**config.mk**
```make
export PLATFORM = sky130hd
export DESIGN_NAME = ifetch
export DESIGN_NICKNAME = d
export VERILOG_FILES = /design/src/rtl/proc_pkg.sv /design/src/rtl/instr_fifo.sv /design/src/rtl/ifetch.sv
export SDC_FILE = /design/constraint.sdc
export NUM_CORES = 1
export LEC_CHECK = 0
export CAP_MARGIN = 30
export CORE_ASPECT_RATIO = 2
export CORE_MARGIN = 5
export CORE_UTILIZATION = 30
export CTS_CLUSTER_SIZE = 24
export DETAILED_ROUTE_END_ITERATION = 16
export PLACE_DENSITY_LB_ADDON = 0.25
export SLEW_MARGIN = 20
export SYNTH_ARGS = -nofsm -noshare
export SYNTH_HDL_FRONTEND = slang
export SYNTH_SLANG_ARGS = --single-unit
```
**constraint.sdc**
```tcl
create_clock -name i_clk -period 2.8 [get_ports i_clk]
set_clock_uncertainty 0.1 [all_clocks]
set_input_delay 0.56 -clock i_clk [delete_from_list [all_inputs] [get_ports i_clk]]
set_output_delay 0.56 -clock i_clk [all_outputs]
set_load 0.05 [all_outputs]
```
**src/rtl/proc_pkg.sv**
```systemverilog
// -----------------------------------------------------------------------------
// proc_pkg
// Constants shared by the core front end.
//   ADDR_W        instruction address width, in words
//   INSTR_W       instruction word width
//   FETCH_DEPTH   default fetch queue depth (power of two, >= 2)
//   RESET_PC      first fetch address after reset
//   fetch_entry_t one queued fetch: {pc, instr}
// -----------------------------------------------------------------------------
package proc_pkg;

  localparam int ADDR_W      = 16;
  localparam int INSTR_W     = 16;
  localparam int FETCH_DEPTH = 4;

  localparam logic [ADDR_W-1:0] RESET_PC = 16'h0000;

  typedef struct packed {
    logic [ADDR_W-1:0]  pc;
    logic [INSTR_W-1:0] instr;
  } fetch_entry_t;

endpackage

```
**src/rtl/instr_fifo.sv**
```systemverilog
// -----------------------------------------------------------------------------
// instr_fifo
// Small in-order queue. Each entry is one fetched instruction together with its PC.
// The head entry is read combinationally at rd_ptr.
//   clk_i    clock
//   rst_i    synchronous active-high reset; clears pointers, count and every entry
//   flush_i  drops all entries (pointers and count go to 0); overrides push/pop
//   push_i   write wdata_i at the tail (ignored when full without a pop)
//   pop_i    drop the head entry (ignored when empty)
//   wdata_i  entry to enqueue
//   rdata_o  entry at the head
//   count_o  number of valid entries, 0..DEPTH
//   full_o   count_o == DEPTH
//   empty_o  count_o == 0
// -----------------------------------------------------------------------------
module instr_fifo
  import proc_pkg::*;
#(
  parameter int W     = 32,
  parameter int DEPTH = FETCH_DEPTH
) (
  input  logic                       clk_i,
  input  logic                       rst_i,
  input  logic                       flush_i,
  input  logic                       push_i,
  input  logic                       pop_i,
  input  logic [W-1:0]               wdata_i,
  output logic [W-1:0]               rdata_o,
  output logic [$clog2(DEPTH):0]     count_o,
  output logic                       full_o,
  output logic                       empty_o
);

  localparam int PTR_W = $clog2(DEPTH);
  localparam int CNT_W = PTR_W + 1;

  logic [W-1:0]     mem_q [DEPTH];
  logic [PTR_W-1:0] rd_ptr_q, rd_ptr_d;
  logic [PTR_W-1:0] wr_ptr_q, wr_ptr_d;
  logic [CNT_W-1:0] count_q, count_d;
  logic             push_ok;
  logic             pop_ok;

  assign full_o  = (count_q == CNT_W'(DEPTH));
  assign empty_o = (count_q == '0);
  assign count_o = count_q;
  assign rdata_o = mem_q[rd_ptr_q];

  // A push into a full queue only fits if the head leaves in the same cycle.
  assign pop_ok  = pop_i & ~empty_o;
  assign push_ok = push_i & (~full_o | pop_ok);

  always_comb begin
    rd_ptr_d = rd_ptr_q;
    wr_ptr_d = wr_ptr_q;
    count_d  = count_q;
    if (flush_i) begin
      rd_ptr_d = '0;
      wr_ptr_d = '0;
      count_d  = '0;
    end else begin
      if (pop_ok)  rd_ptr_d = rd_ptr_q + 1'b1;
      if (push_ok) wr_ptr_d = wr_ptr_q + 1'b1;
      count_d = count_q + CNT_W'(push_ok) - CNT_W'(pop_ok);
    end
  end

  always_ff @(posedge clk_i) begin
    if (rst_i) begin
      rd_ptr_q <= '0;
      wr_ptr_q <= '0;
      count_q  <= '0;
      // Entries are cleared so the head reads as zero, not X, after reset.
      for (int i = 0; i < DEPTH; i++) mem_q[i] <= '0;
    end else begin
      rd_ptr_q <= rd_ptr_d;
      wr_ptr_q <= wr_ptr_d;
      count_q  <= count_d;
      if (!flush_i && push_ok) mem_q[wr_ptr_q] <= wdata_i;
    end
  end

endmodule

```
**src/rtl/ifetch.sv**
```systemverilog
// -----------------------------------------------------------------------------
// ifetch
// Instruction fetch stage. It owns the fetch PC (fpc) and drives the asynchronous
// ROM address from it. Each fetched word is queued together with its PC and handed
// to the decoder. A redirect flushes the queue and reloads fpc.
//   i_clk       clock
//   i_rst       synchronous active-high reset (overrides redirect)
//   o_rom_addr  ROM read address = fpc register
//   i_rom_data  ROM word for o_rom_addr, same cycle
//   o_instr     instruction at the queue head
//   o_instr_pc  PC of o_instr
//   o_valid     head holds a valid instruction
//   i_ready     decoder accepts the head this cycle
//   i_redirect  taken branch/jump: flush queue, fpc <= i_target
//   i_target    redirect target PC
//
// Handshake: the head transfers on a rising edge where o_valid & i_ready.
// While o_valid is high and i_ready is low, o_instr and o_instr_pc hold steady.
// o_valid drops only after a transfer or a redirect.
// -----------------------------------------------------------------------------
module ifetch
  import proc_pkg::*;
#(
  parameter int                    ADDR_W   = proc_pkg::ADDR_W,
  parameter int                    INSTR_W  = proc_pkg::INSTR_W,
  parameter int                    DEPTH    = proc_pkg::FETCH_DEPTH,
  parameter logic [ADDR_W-1:0]     RESET_PC = proc_pkg::RESET_PC
) (
  input  logic               i_clk,
  input  logic               i_rst,
  output logic [ADDR_W-1:0]  o_rom_addr,
  input  logic [INSTR_W-1:0] i_rom_data,
  output logic [INSTR_W-1:0] o_instr,
  output logic [ADDR_W-1:0]  o_instr_pc,
  output logic               o_valid,
  input  logic               i_ready,
  input  logic               i_redirect,
  input  logic [ADDR_W-1:0]  i_target
);

  localparam int EW    = ADDR_W + INSTR_W;
  localparam int CNT_W = $clog2(DEPTH) + 1;

  logic [ADDR_W-1:0] fpc_q, fpc_d;
  logic [EW-1:0]     head;
  logic [CNT_W-1:0]  count;
  logic              full;
  logic              empty;
  logic              pop;
  logic              push;

  assign o_rom_addr = fpc_q;
  assign o_valid    = (count != '0);
  assign o_instr_pc = head[EW-1:INSTR_W];
  assign o_instr    = head[INSTR_W-1:0];

  // A pop in the same cycle as a redirect still counts as delivered; the decoder
  // itself discards that word.
  assign pop  = ~empty & i_ready;
  assign push = ~i_redirect & (~full | pop);

  always_comb begin
    fpc_d = fpc_q;
    if (i_redirect)  fpc_d = i_target;
    else if (push)   fpc_d = fpc_q + 1'b1;  // wraps modulo 2^ADDR_W
  end

  always_ff @(posedge i_clk) begin
    if (i_rst) fpc_q <= RESET_PC;
    else       fpc_q <= fpc_d;
  end

  instr_fifo #(
    .W     (EW),
    .DEPTH (DEPTH)
  ) u_fifo (
    .clk_i   (i_clk),
    .rst_i   (i_rst),
    .flush_i (i_redirect),
    .push_i  (push),
    .pop_i   (pop),
    .wdata_i ({fpc_q, i_rom_data}),
    .rdata_o (head),
    .count_o (count),
    .full_o  (full),
    .empty_o (empty)
  );

endmodule

```
# == After elaboration in Yosys (flattened, before gate mapping) ==
# Memories as Yosys holds them, arrays and structs flattened. A register that Yosys moved wholly into a read port is not among the register bits.
# Index checks and enable logic that the tools add are counted.
# totals
register_bits,23
latch_bits,0
mem_bits_rw,128
romBits,0
in_bits,36
elab_cells,39
mem_count,1
# mem_list
name,words,width,rd,rd_clocked_by_memory_dff,write_ports,line,text
u_fifo.mem_q,4,32,1,1,4,instr_fifo.sv:37,logic [W-1:0] mem_q [DEPTH];
# classes
addsub,5
n_mul,0
div,0
order_cmp,0
n_eq_ne,1
shift,0
muxes,12
n_bitwise,9
reduce_logical,7
# op_table
op,n
two-way mux 16 bit,2
two-way mux 32 bit,1
OR reduction 32 bit,1
adder 16 x 1 -> 16 bit (second input constant),1
two-way mux 1 bit,6
two-way mux 2 bit,3
adder 2 x 1 -> 2 bit (second input constant),2
AND 1 bit,4
adder 3 x 1 -> 3 bit,1
equality test 3 bit (second input constant),1
logical NOT 3 bit,1
NOT 1 bit,3
nonzero test 3 bit,1
subtractor 3 x 1 -> 3 bit,1
bitwise OR 1 bit,2
nonzero test 2 bit,1
OR reduction 2 bit,1
logical AND 1 bit,1
logical NOT 1 bit,1

# == Longest topological paths before layout ==
# Gate-level depths: netlist of the first run.
# depth
ltp_word,12
mapped_depth,10
depth_no_buf,9

# == Modules after synthesis ==
# From an unflattened synthesis of the first run, not the netlist that was laid out.
# unflattened
hier_cells,480
area_unflattened_um2,6921.6
# modules_own_cells
mod,instances,cells_each,area_each_um2,seq_area_each_um2
instr_fifo,1,361,5949.5,4023.9
ifetch,1,119,972.2,320.3

# == Least setup slack after synthesis of the first run ==
# No wires, ideal clock.
# synth_path
path_type,input to register
startpoint,input port i_redirect
endpoint,memory u_fifo.mem_q[1][0] (enable)
setup_ns,0.375
t_arrival_ns,2.191
t_required_ns,2.325
path_slack_ns,0.135
path_stages,7
path_buffers,3
path_cell_list,buf_6 -> or2_1 -> buf_6 -> or2_1 -> buf_6 -> nor3b_4 -> or2_2
# synth_lines
item,line,text
start: declaration,ifetch.sv:37,"input logic i_redirect,"
end: declaration,instr_fifo.sv:37,

==> impl_metrics.env, run 1 <==
export IMPL_status="finished clean"
export IMPL_seqCellArea_mm2=0.00435
export IMPL_dp_hpwl_mm=10.3
export IMPL_h_tree_depth=4
export IMPL_grt_pass1_wl_mm=24.4
export IMPL_fp_dieW_um=117
export IMPL_yosysMostFrequentCell="edfxtp_1"
export IMPL_hold_depth=2
export IMPL_nNetsFinal=597
export IMPL_utilization=0.387
export IMPL_wirelength_mm=15.5
export IMPL_io_buffers=84
export IMPL_crit_path_start_kind="flop"
export IMPL_floorplan_initialDensity=0.302
export IMPL_core_rowCount=78
export IMPL_worstRegToRegCells=9
export IMPL_final_cell_area_mm2=0.00875
export IMPL_synth_common_cells="edfxtp_1 (128), and2_1 (124), mux4_2 (32), dfxtp_1 (25), nor2_1 (22)"
export IMPL_layout_setup_ws_ns=0.202
export IMPL_ys_ff_latch=153
export IMPL_tightest_slew_ns=0.541
export IMPL_route_detailed_drc=0
export IMPL_synthArstFlopShare=0
export IMPL_cp_required_ns=2.14
export IMPL_max_freq_mhz=385
export IMPL_initialDrtViolationCount=155
export IMPL_synthCells=467
export IMPL_routed_via_density=4.67
export IMPL_num_vias=3958
export IMPL_synth_warnings=0
export IMPL_drt_wirelength_per_cell_um=18.3
export IMPL_arrival_ns=1.94
export IMPL_multiInputGateArea_mm2=0.00230
export IMPL_finalSetupTns_ns=0
export IMPL_core_mm2=0.0226
export IMPL_power_density_mw_per_mm2=658
export IMPL_clk_latency_ns=0.42
export IMPL_cts_sinks=153
export IMPL_die_area_mm2=0.0261
export IMPL_diodes=0
export IMPL_crit_path_end_kind="primary output"
export IMPL_die_y_um=224
export IMPL_cts_made_buffers=17
export IMPL_ir_drop_v=0.000366
export IMPL_dp_slack_ns=0.0544
export IMPL_synth_area_per_cell_um2=14.7
export IMPL_postCtsSetupBuffers=0
export IMPL_hold_viol_final=0
export IMPL_yosysSeqAreaShare=0.634
export IMPL_power_leakage_nw=3.13
export IMPL_max_slew_margin=0.638
export IMPL_period_share=0.928
export IMPL_area_delta_synth_final_pct=27.8
export IMPL_io_pins=85
export IMPL_min_period_ns=2.60
export IMPL_tritoncts="yes"
export IMPL_ys_types=39
export IMPL_drv_cap=0
export IMPL_fillers=2168
export IMPL_synthFlopType="edfxtp_1"
export IMPL_hold_path_class="flop to flop"
export IMPL_grt_pass1_vias=4361
export IMPL_synth_top_cell_area_share=0.561
export IMPL_ant_nets=0
export IMPL_cp_max_fo=25
export IMPL_syn_area_mm2=0.00685
export IMPL_first_pass_iters=4
export IMPL_maxSlewViolCount=0
export IMPL_yosys_top_cells_area="edfxtp_1 (56%), and2_1 (11%), mux4_2 (11%)"
export IMPL_clock_path_buffers=2
export IMPL_grt_max_degree=33
export IMPL_grt_overflow_total=0
export IMPL_placed_area_mm2=0.00819
export IMPL_drive_above_1_share=0.213
export IMPL_clk_pin_slew_worst_paths_ns=0.05
export IMPL_grt_setup_unrepaired="no"
export IMPL_setup_viol=0
export IMPL_worstSetupPathType="flop to primary output"
export IMPL_syn_nets=507
export IMPL_antenna_found_initial=0
export IMPL_grtUsageTotal=0.128
export IMPL_yosys_area_top_type="edfxtp_1"
export IMPL_synth_edf_count=128
export IMPL_gp_congestion=0.746
export IMPL_clock_tree_root_cell="clkbuf_16"
final timing paths:
check | startpoint | to | slack [ns]
setup / recovery | flop | o_instr_pc[5] | 0.20
hold / removal | u_fifo.rd_ptr_q[1] | flop | 0.45
setup reg to reg | u_fifo.count_o[1] | u_fifo.count_o[2] | 0.62
hold reg to reg | u_fifo.rd_ptr_q[1] | flop | 0.45
cell families (layout without fill, tap and decap cells):
logic type                 after synthesis  in the layout  synth area share
AOI/OAI and AO/OA                       22             22            0.0230
xor gates and xnor gates                15             15            0.0192
adders and majority gates                4              4           0.00841
buffers and inverters                   39            140            0.0322
DFF                                    153            153             0.634
muxes                                   34             34             0.108
and+or+nand+nor                        200            200             0.174
per-stage QoR:
stage | power (W) | hold WS [ns] | cells
final | 0.00575 | 0.447 | 848
after global routing | 0.00597 | 0.491 | 848
after CTS | 0.00584 | 0.464 | 848
after detailed placement | 0.00362 | 0.448 | 818
after global placement | 0.00360 | 0.403 | 818
after floorplan | 0.00324 | 0.385 | 467
state kept, by name, indices dropped and copies added (netlist names), named ones only:
signal and cells:
u_fifo.mem_q 128, u_fifo.count_o 3, u_fifo.wr_ptr_q 2, o_rom_addr 16, u_fifo.rd_ptr_q 2
what timing repair did:
item                       CTS  global route
gates resized for setup      0             1
hold buffers                 0             0
setup endpoints to repair    0             4
worst max-delay path: stages, from the launching register on:
cell and delay (ns):
dfxtp_4 0.44, buf_12 0.26, mux4_2 0.62, buf_12 0.18
cell usage in the layout, fill, tap and decap left out, types with 2 or more instances in the layout:
cell	n
a211oi_1	8
a21oi_1	3
a311oi_1	3
and2_1	124
and3_1	3
buf_12	21
buf_4	29
bufinv_16	3
clkbuf_16	17
clkdlybuf4s50_1	52
clkinv_1	4
clkinv_2	4
dfxtp_1	23
edfxtp_1	128
ha_1	3
inv_1	8
mux4_2	32
nand2_1	10
nand3_1	6
nand4_1	3
nor2_1	21
nor2b_1	3
nor3_1	6
nor3b_4	2
nor4_1	6
nor4b_1	2
o21ai_0	3
or2_1	2
or2_2	3
or3_1	3
xnor2_1	13
xor2_1	2
metal layers:
layer | vias up | wire length, um | track usage
met4 | 0 | 428 | 0.0552
li1 | 1886 | - | -
met5 | - | 0 | 0
met2 | 90 | 8920 | 0.236
met3 | 20 | 543 | 0.0338
met1 | 1962 | 5600 | 0.131
area by class of cell:
class / count / share of cell area
clock buffer: 18 / 0.0490
multi-input combinational: 275 / 0.263
clock inverter: 12 / 0.0153
inverter: 8 / 0.00343
timing repair buffer: 102 / 0.132
tap: 280 / 0.0400
sequential: 153 / 0.497
power breakdown:
part | switching, W | internal [W] | leakage, nW
logic | 0.000495 | 0.000367 | 1.32
clock network | 0.000837 | 0.00137 | 0.279
registers | 0.0000814 | 0.00260 | 1.54
total | 0.00141 | 0.00434 | 3.13
No activity file was read; power rests on OpenSTA's default activity.
==> run 2: changes to the inputs <==
--- a/config.mk
+++ b/config.mk
@@ -7,7 +7,6 @@
 export LEC_CHECK = 0
 export CAP_MARGIN = 30
 export CORE_ASPECT_RATIO = 2
-export CORE_MARGIN = 5
 export CORE_UTILIZATION = 30
 export CTS_CLUSTER_SIZE = 24
 export DETAILED_ROUTE_END_ITERATION = 16
==> run 2 against run 1 <==
  * Sequential power about the same
  * Via count increased by 2.1%
  * Hold slack better by 0.0029 ns
  * Global-route usage is 1.6 points higher
  * Maximum frequency decreased by 1.3%
  * Cell count is 0.12% lower
  * Clock-buffer cell count grew 5
  * Combinational power shrank 6.6%
==> impl_metrics.env, run 2 (synthesis gave the netlist of run 1 again) <==
export IMPL_status="finished clean"
export IMPL_power_density_mw_per_mm2=681
export IMPL_hold_depth=2
export IMPL_critPathTopFamily="flip-flops"
export IMPL_crit_top_cell="buf_4"
export IMPL_place_inst=815
export IMPL_period_share=0.940
export IMPL_largest_reg_flops=128
export IMPL_power_leakage_nw=3.14
export IMPL_r2r_slack_ns=0.67
export IMPL_cp_required_ns=2.14
export IMPL_cp_cell_sequence="buf_4 > mux4_2 > buf_4"
export IMPL_crit_path_start_kind="flop"
export IMPL_clk_pin_slew_worst_paths_ns=0.06
export IMPL_maxSlewViolCount=0
export IMPL_holdPathEnd="u_fifo.rd_ptr_q[1]"
export IMPL_postCtsSetupBuffers=0
export IMPL_first_pass_iters=6
export IMPL_cts_sinks=153
export IMPL_finalSetupTns_ns=0
export IMPL_nNetsFinal=598
export IMPL_path_buf_inv=2
export IMPL_core_mm2=0.0223
export IMPL_reg2reg_from="u_fifo.count_o[1]"
export IMPL_dp_hpwl_mm=10.2
export IMPL_num_vias=4040
export IMPL_seqCellArea_mm2=0.00435
export IMPL_fp_dieW_um=109
export IMPL_drt_wirelength_per_cell_um=18.3
export IMPL_antenna_found_initial=0
export IMPL_drv_cap=0
export IMPL_rr_endpoint="u_fifo.count_o[2]"
export IMPL_initialDrtViolationCount=113
export IMPL_final_common_cell="edfxtp_1"
export IMPL_min_period_ns=2.63
export IMPL_worstRegToRegCells=9
export IMPL_cp_max_fo=18
export IMPL_max_freq_mhz=380
export IMPL_clk_latency_ns=0.43
export IMPL_multiInputGateArea_mm2=0.00230
export IMPL_tightest_slew_ns=0.602
export IMPL_setup_viol=0
export IMPL_grt_overflow_total=0
export IMPL_floorplan_initialDensity=0.308
export IMPL_min_from="u_fifo.rd_ptr_q[1]"
export IMPL_grt_max_degree=33
export IMPL_io_buffers=84
export IMPL_ant_nets=0
export IMPL_drive_above_1_share=0.224
export IMPL_cpPeakStageDelay_ns=0.67
export IMPL_fillers=2080
export IMPL_max_slew_margin=0.598
export IMPL_die_area_mm2=0.0235
export IMPL_stdcell_count=847
export IMPL_h_tree_depth=4
export IMPL_ir_drop_v=0.000393
export IMPL_grt_setup_unrepaired="no"
export IMPL_gp_congestion=0.743
export IMPL_routed_via_density=4.77
export IMPL_crit_path_end_kind="primary output"
export IMPL_route_detailed_drc=0
export IMPL_wirelength_mm=15.5
export IMPL_cp_slowest_cell="dfxtp_2"
export IMPL_grtUsageTotal=0.144
export IMPL_hold_path_class="flop to flop"
export IMPL_cts_made_buffers=17
export IMPL_worstSetupPathType="flop to primary output"
export IMPL_io_pins=85
export IMPL_hold_viol_final=0
export IMPL_hold_slack_ns=0.449
export IMPL_tritoncts="yes"
export IMPL_clock_path_buffers=2
export IMPL_grt_pass1_wl_mm=24.1
export IMPL_grt_pass1_vias=4320
export IMPL_core_rowCount=77
export IMPL_arrival_ns=1.97
export IMPL_clock_tree_root_cell="clkbuf_16"
export IMPL_diodes=0
export IMPL_final_cell_mix="edfxtp_1 (128), and2_1 (124), clkdlybuf4s50_1 (52)"
export IMPL_largest_register="u_fifo.mem_q"
export IMPL_area_delta_synth_final_pct=26.8
export IMPL_hold_buffers=0
export IMPL_die_y_um=216
run 2: cell types whose count changed in the layout (fill, tap and decap cells not counted), sizes merged:
cell    delta
buf        +1
bufinv     -2
clkbuf     +5
clkinv     -5
inv        +4
run 2: worst max path at each step:
| stage | startpoint | to | slack [ns] | depth (start not counted) |
|---|---|---|---|---|
| 2_1_floorplan | i_redirect | u_fifo.mem_q[1][0] | 0.13 | 7 |
| 3_3_place_gp | i_ready | u_fifo.count_o[2] | 0.08 | 10 |
| 3_5_place_dp | i_ready | u_fifo.count_o[2] | 0.09 | 10 |
| 4_1_cts | flop | o_instr_pc[13] | 0.04 | 3 |
| 5_1_grt | flop | o_instr_pc[2] | 0.05 | 3 |
| 6_report | flop | o_instr_pc[2] | 0.17 | 3 |
run 2: final cells by class:
cell class | count | share of cell area
Timing Repair Buffer | 103 | 0.117
Clock buffer | 23 | 0.0637
Multi-Input combinational cell | 275 | 0.265
Tap cell | 276 | 0.0398
Sequential cell | 153 | 0.501
Inverter | 8 | 0.00346
Clock inverter | 9 | 0.0108
run 2: worst register-to-register path: stages, from the launching register on:
cell and delay, ns:
dfxtp_1 0.38, o31a_1 0.34, ha_1 0.28, inv_1 0.06, ha_1 0.12, inv_1 0.05
fa_1 0.37, xor2_1 0.16, xnor2_1 0.13, nor2_1 0.05
run 2: timing repair:
item	in CTS	in global routing
hold endpoints to repair	0	0
endpoints found under the setup margin	0	3
resized for setup	0	1
run 2: layer usage:
metal	vias up	GRT usage	routed length, um
met3	24	0.0299	560
met5	-	0	0
met4	0	0.0748	448
li1	1889	-	-
met2	95	0.260	8650
met1	2032	0.152	5860
run 2: through the flow:
step                instance area (um^2)  total power, W  setup slack [ns]  utilization
global placement                    8040         0.00354            0.0796        0.361
floorplan                           6850         0.00324             0.135            -
detailed placement                  8040         0.00356            0.0872        0.361
finish                              8690         0.00592             0.167        0.390
CTS                                 8680         0.00599            0.0394        0.390
global route                        8690         0.00612            0.0513        0.390
run 2: power breakdown:
group          internal (W)  total [W]  switching, W
clock network       0.00150    0.00243      0.000930
registers           0.00260    0.00269     0.0000843
logic              0.000323   0.000804      0.000481
total               0.00442    0.00592       0.00150
==> run 3: changes to the inputs <==
--- a/config.mk
+++ b/config.mk
@@ -7,7 +7,7 @@
 export LEC_CHECK = 0
 export CAP_MARGIN = 30
 export CORE_ASPECT_RATIO = 2
-export CORE_UTILIZATION = 30
+export CORE_UTILIZATION = 36
 export CTS_CLUSTER_SIZE = 24
 export DETAILED_ROUTE_END_ITERATION = 16
 export PLACE_DENSITY_LB_ADDON = 0.25
==> run 3 against run 2 <==
  * Clock power shrank 4%
  * Sequential power is essentially flat
  * Total power shrank 1.8%
  * Maximum frequency grew 1.7%
  * Global-route usage grew 2.5 points
  * Combinational power shrank 2%
  * Routed wire length shrank 2.0%
  * Largest cell class unchanged
==> impl_metrics.env, run 3 (synthesis gave the netlist of run 1 again) <==
export IMPL_status="finished clean"
export IMPL_min_period_ns=2.59
export IMPL_initialDrtViolationCount=146
export IMPL_io_buffers=84
export IMPL_die_y_um=197
export IMPL_crit_top_cell="buf_4"
export IMPL_power_density_mw_per_mm2=678
export IMPL_diodes=0
export IMPL_nNetsFinal=601
export IMPL_hold_depth=2
export IMPL_grt_max_degree=33
export IMPL_maxSlewViolCount=0
export IMPL_cp_required_ns=2.14
export IMPL_max_slew_margin=0.538
export IMPL_cp_cell_sequence="buf_4 > mux4_2 > buf_4"
export IMPL_grt_overflow_total=0
export IMPL_cts_made_buffers=17
export IMPL_first_pass_iters=4
export IMPL_grt_pass1_wl_mm=24.2
export IMPL_grt_setup_unrepaired="no"
export IMPL_final_cell_mix="edfxtp_1 (128), and2_1 (124), clkdlybuf4s50_1 (52)"
export IMPL_largest_reg_flops=128
export IMPL_die_area_mm2=0.0196
export IMPL_max_freq_mhz=386
export IMPL_drive_above_1_share=0.218
export IMPL_path_buf_inv=2
export IMPL_antenna_found_initial=0
export IMPL_hold_viol_final=0
export IMPL_hold_path_class="flop to flop"
export IMPL_grtUsageTotal=0.169
export IMPL_fp_dieW_um=99.5
export IMPL_ant_nets=0
export IMPL_largest_register="u_fifo.mem_q"
export IMPL_tightest_slew_ns=0.693
export IMPL_rr_endpoint="u_fifo.count_o[2]"
export IMPL_finalSetupTns_ns=0
export IMPL_ir_drop_v=0.000385
export IMPL_dp_hpwl_mm=9.81
export IMPL_clock_tree_root_cell="clkbuf_16"
export IMPL_io_pins=85
export IMPL_tritoncts="yes"
export IMPL_setup_viol=0
export IMPL_routedLengthMet1_mm=5.87
export IMPL_wirelength_mm=15.2
export IMPL_cp_max_fo=9
export IMPL_h_tree_depth=4
export IMPL_r2r_slack_ns=0.65
export IMPL_crit_path_end_kind="primary output"
export IMPL_drt_wirelength_per_cell_um=18.3
export IMPL_holdPathEnd="u_fifo.rd_ptr_q[1]"
export IMPL_fillers=1705
export IMPL_core_mm2=0.0187
export IMPL_reg2reg_from="u_fifo.count_o[1]"
export IMPL_route_detailed_drc=0
export IMPL_num_vias=4002
export IMPL_cts_sinks=153
export IMPL_worstSetupPathType="flop to primary output"
export IMPL_critPathTopFamily="multiplexers"
export IMPL_layout_setup_ws_ns=0.212
export IMPL_route_met2_wl_mm=8.56
export IMPL_final_common_cell="edfxtp_1"
export IMPL_gp_congestion=0.745
export IMPL_core_rowCount=71
export IMPL_power_leakage_nw=3.10
export IMPL_arrival_ns=1.93
export IMPL_clk_pin_slew_worst_paths_ns=0.06
export IMPL_grt_pass1_vias=4501
export IMPL_cpPeakStageDelay_ns=0.57
export IMPL_worstRegToRegCells=9
export IMPL_clk_latency_ns=0.42
export IMPL_hold_buffers=0
export IMPL_min_from="u_fifo.rd_ptr_q[1]"
export IMPL_route_met3_wl_um=428
export IMPL_dp_slack_ns=0.0452
export IMPL_clock_path_buffers=2
export IMPL_floorplan_initialDensity=0.365
export IMPL_crit_path_start_kind="flop"
export IMPL_cts_resized_gates=0
export IMPL_drv_cap=0
export IMPL_maxUsedRoutingLayer="met4"
export IMPL_period_share=0.924
export IMPL_hold_slack_ns=0.455
export IMPL_area_delta_synth_final_pct=25.1
export IMPL_postCtsSetupBuffers=0
export IMPL_cp_slowest_cell="mux4_2"
export IMPL_routed_via_density=4.83
export IMPL_finalPower_w=0.00581
==> run 3: cell count changes in the layout (fill, tap and decap cells not counted) <==
cell       before  now
buf_4          42   50
buf_12          9    4
clkbuf_16      21   17
clkinv_1        0    4
bufinv_16       1    4
clkbuf_1        0    3
clkinv_2        1    4
clkinv_4        3    0
inv_6           3    0
clkbuf_8        2    0
inv_4           1    0
nand2_1        11   10
nand2_2         0    1
==> run 3: stage by stage <==
step / area (um^2) / util / cells
6_report: 8570 / 0.457 / 829
4_1_cts: 8560 / 0.457 / 829
3_3_place_gp: 7970 / 0.425 / 797
3_5_place_dp: 7970 / 0.425 / 797
5_1_grt: 8570 / 0.457 / 829
2_1_floorplan: 6850 / - / 467
==> run 3: report_power, final <==
part           total [W]  leakage, nW  switching, W  internal (W)
Clock            0.00233        0.291      0.000860       0.00147
Combinational   0.000789         1.27      0.000477      0.000313
Sequential       0.00269         1.54     0.0000842       0.00260
Total            0.00581         3.10       0.00142       0.00439
==> run 3: tightest hold or removal path, stage by stage (launching register included) <==
cell and delay [ns]:
dfxtp_1 0.33, xor2_1 0.07, nor2_1 0.11
==> run 3: worst max-delay path by stage <==
stage,start,endpoint,slack [ns],cells past startpoint
2_1_floorplan,i_redirect,u_fifo.mem_q[1][0],0.13,7
4_1_cts,flop,o_instr_pc[13],0.03,3
5_1_grt,flop,o_instr_pc[13],0.13,3
3_5_place_dp,i_ready,u_fifo.count_o[2],0.05,10
6_report,flop,o_instr_pc[13],0.21,3
3_3_place_gp,i_ready,u_fifo.count_o[2],0.05,10
==> run 3: area by class of cell <==
class,count,area (um^2),area share
multi-input combinational,275,2300,0.269
timing repair buffer,106,976,0.114
inverter,8,30.0,0.00351
tap,255,319,0.0372
clock inverter,12,155,0.0181
clock buffer,20,437,0.0510
sequential,153,4350,0.508
==> run 3: layer usage <==
metal  track usage  vias up
li1              -     1894
met1         0.181     1989
met2         0.316      100
met3        0.0350       19
met4        0.0730        0
met5             0        -
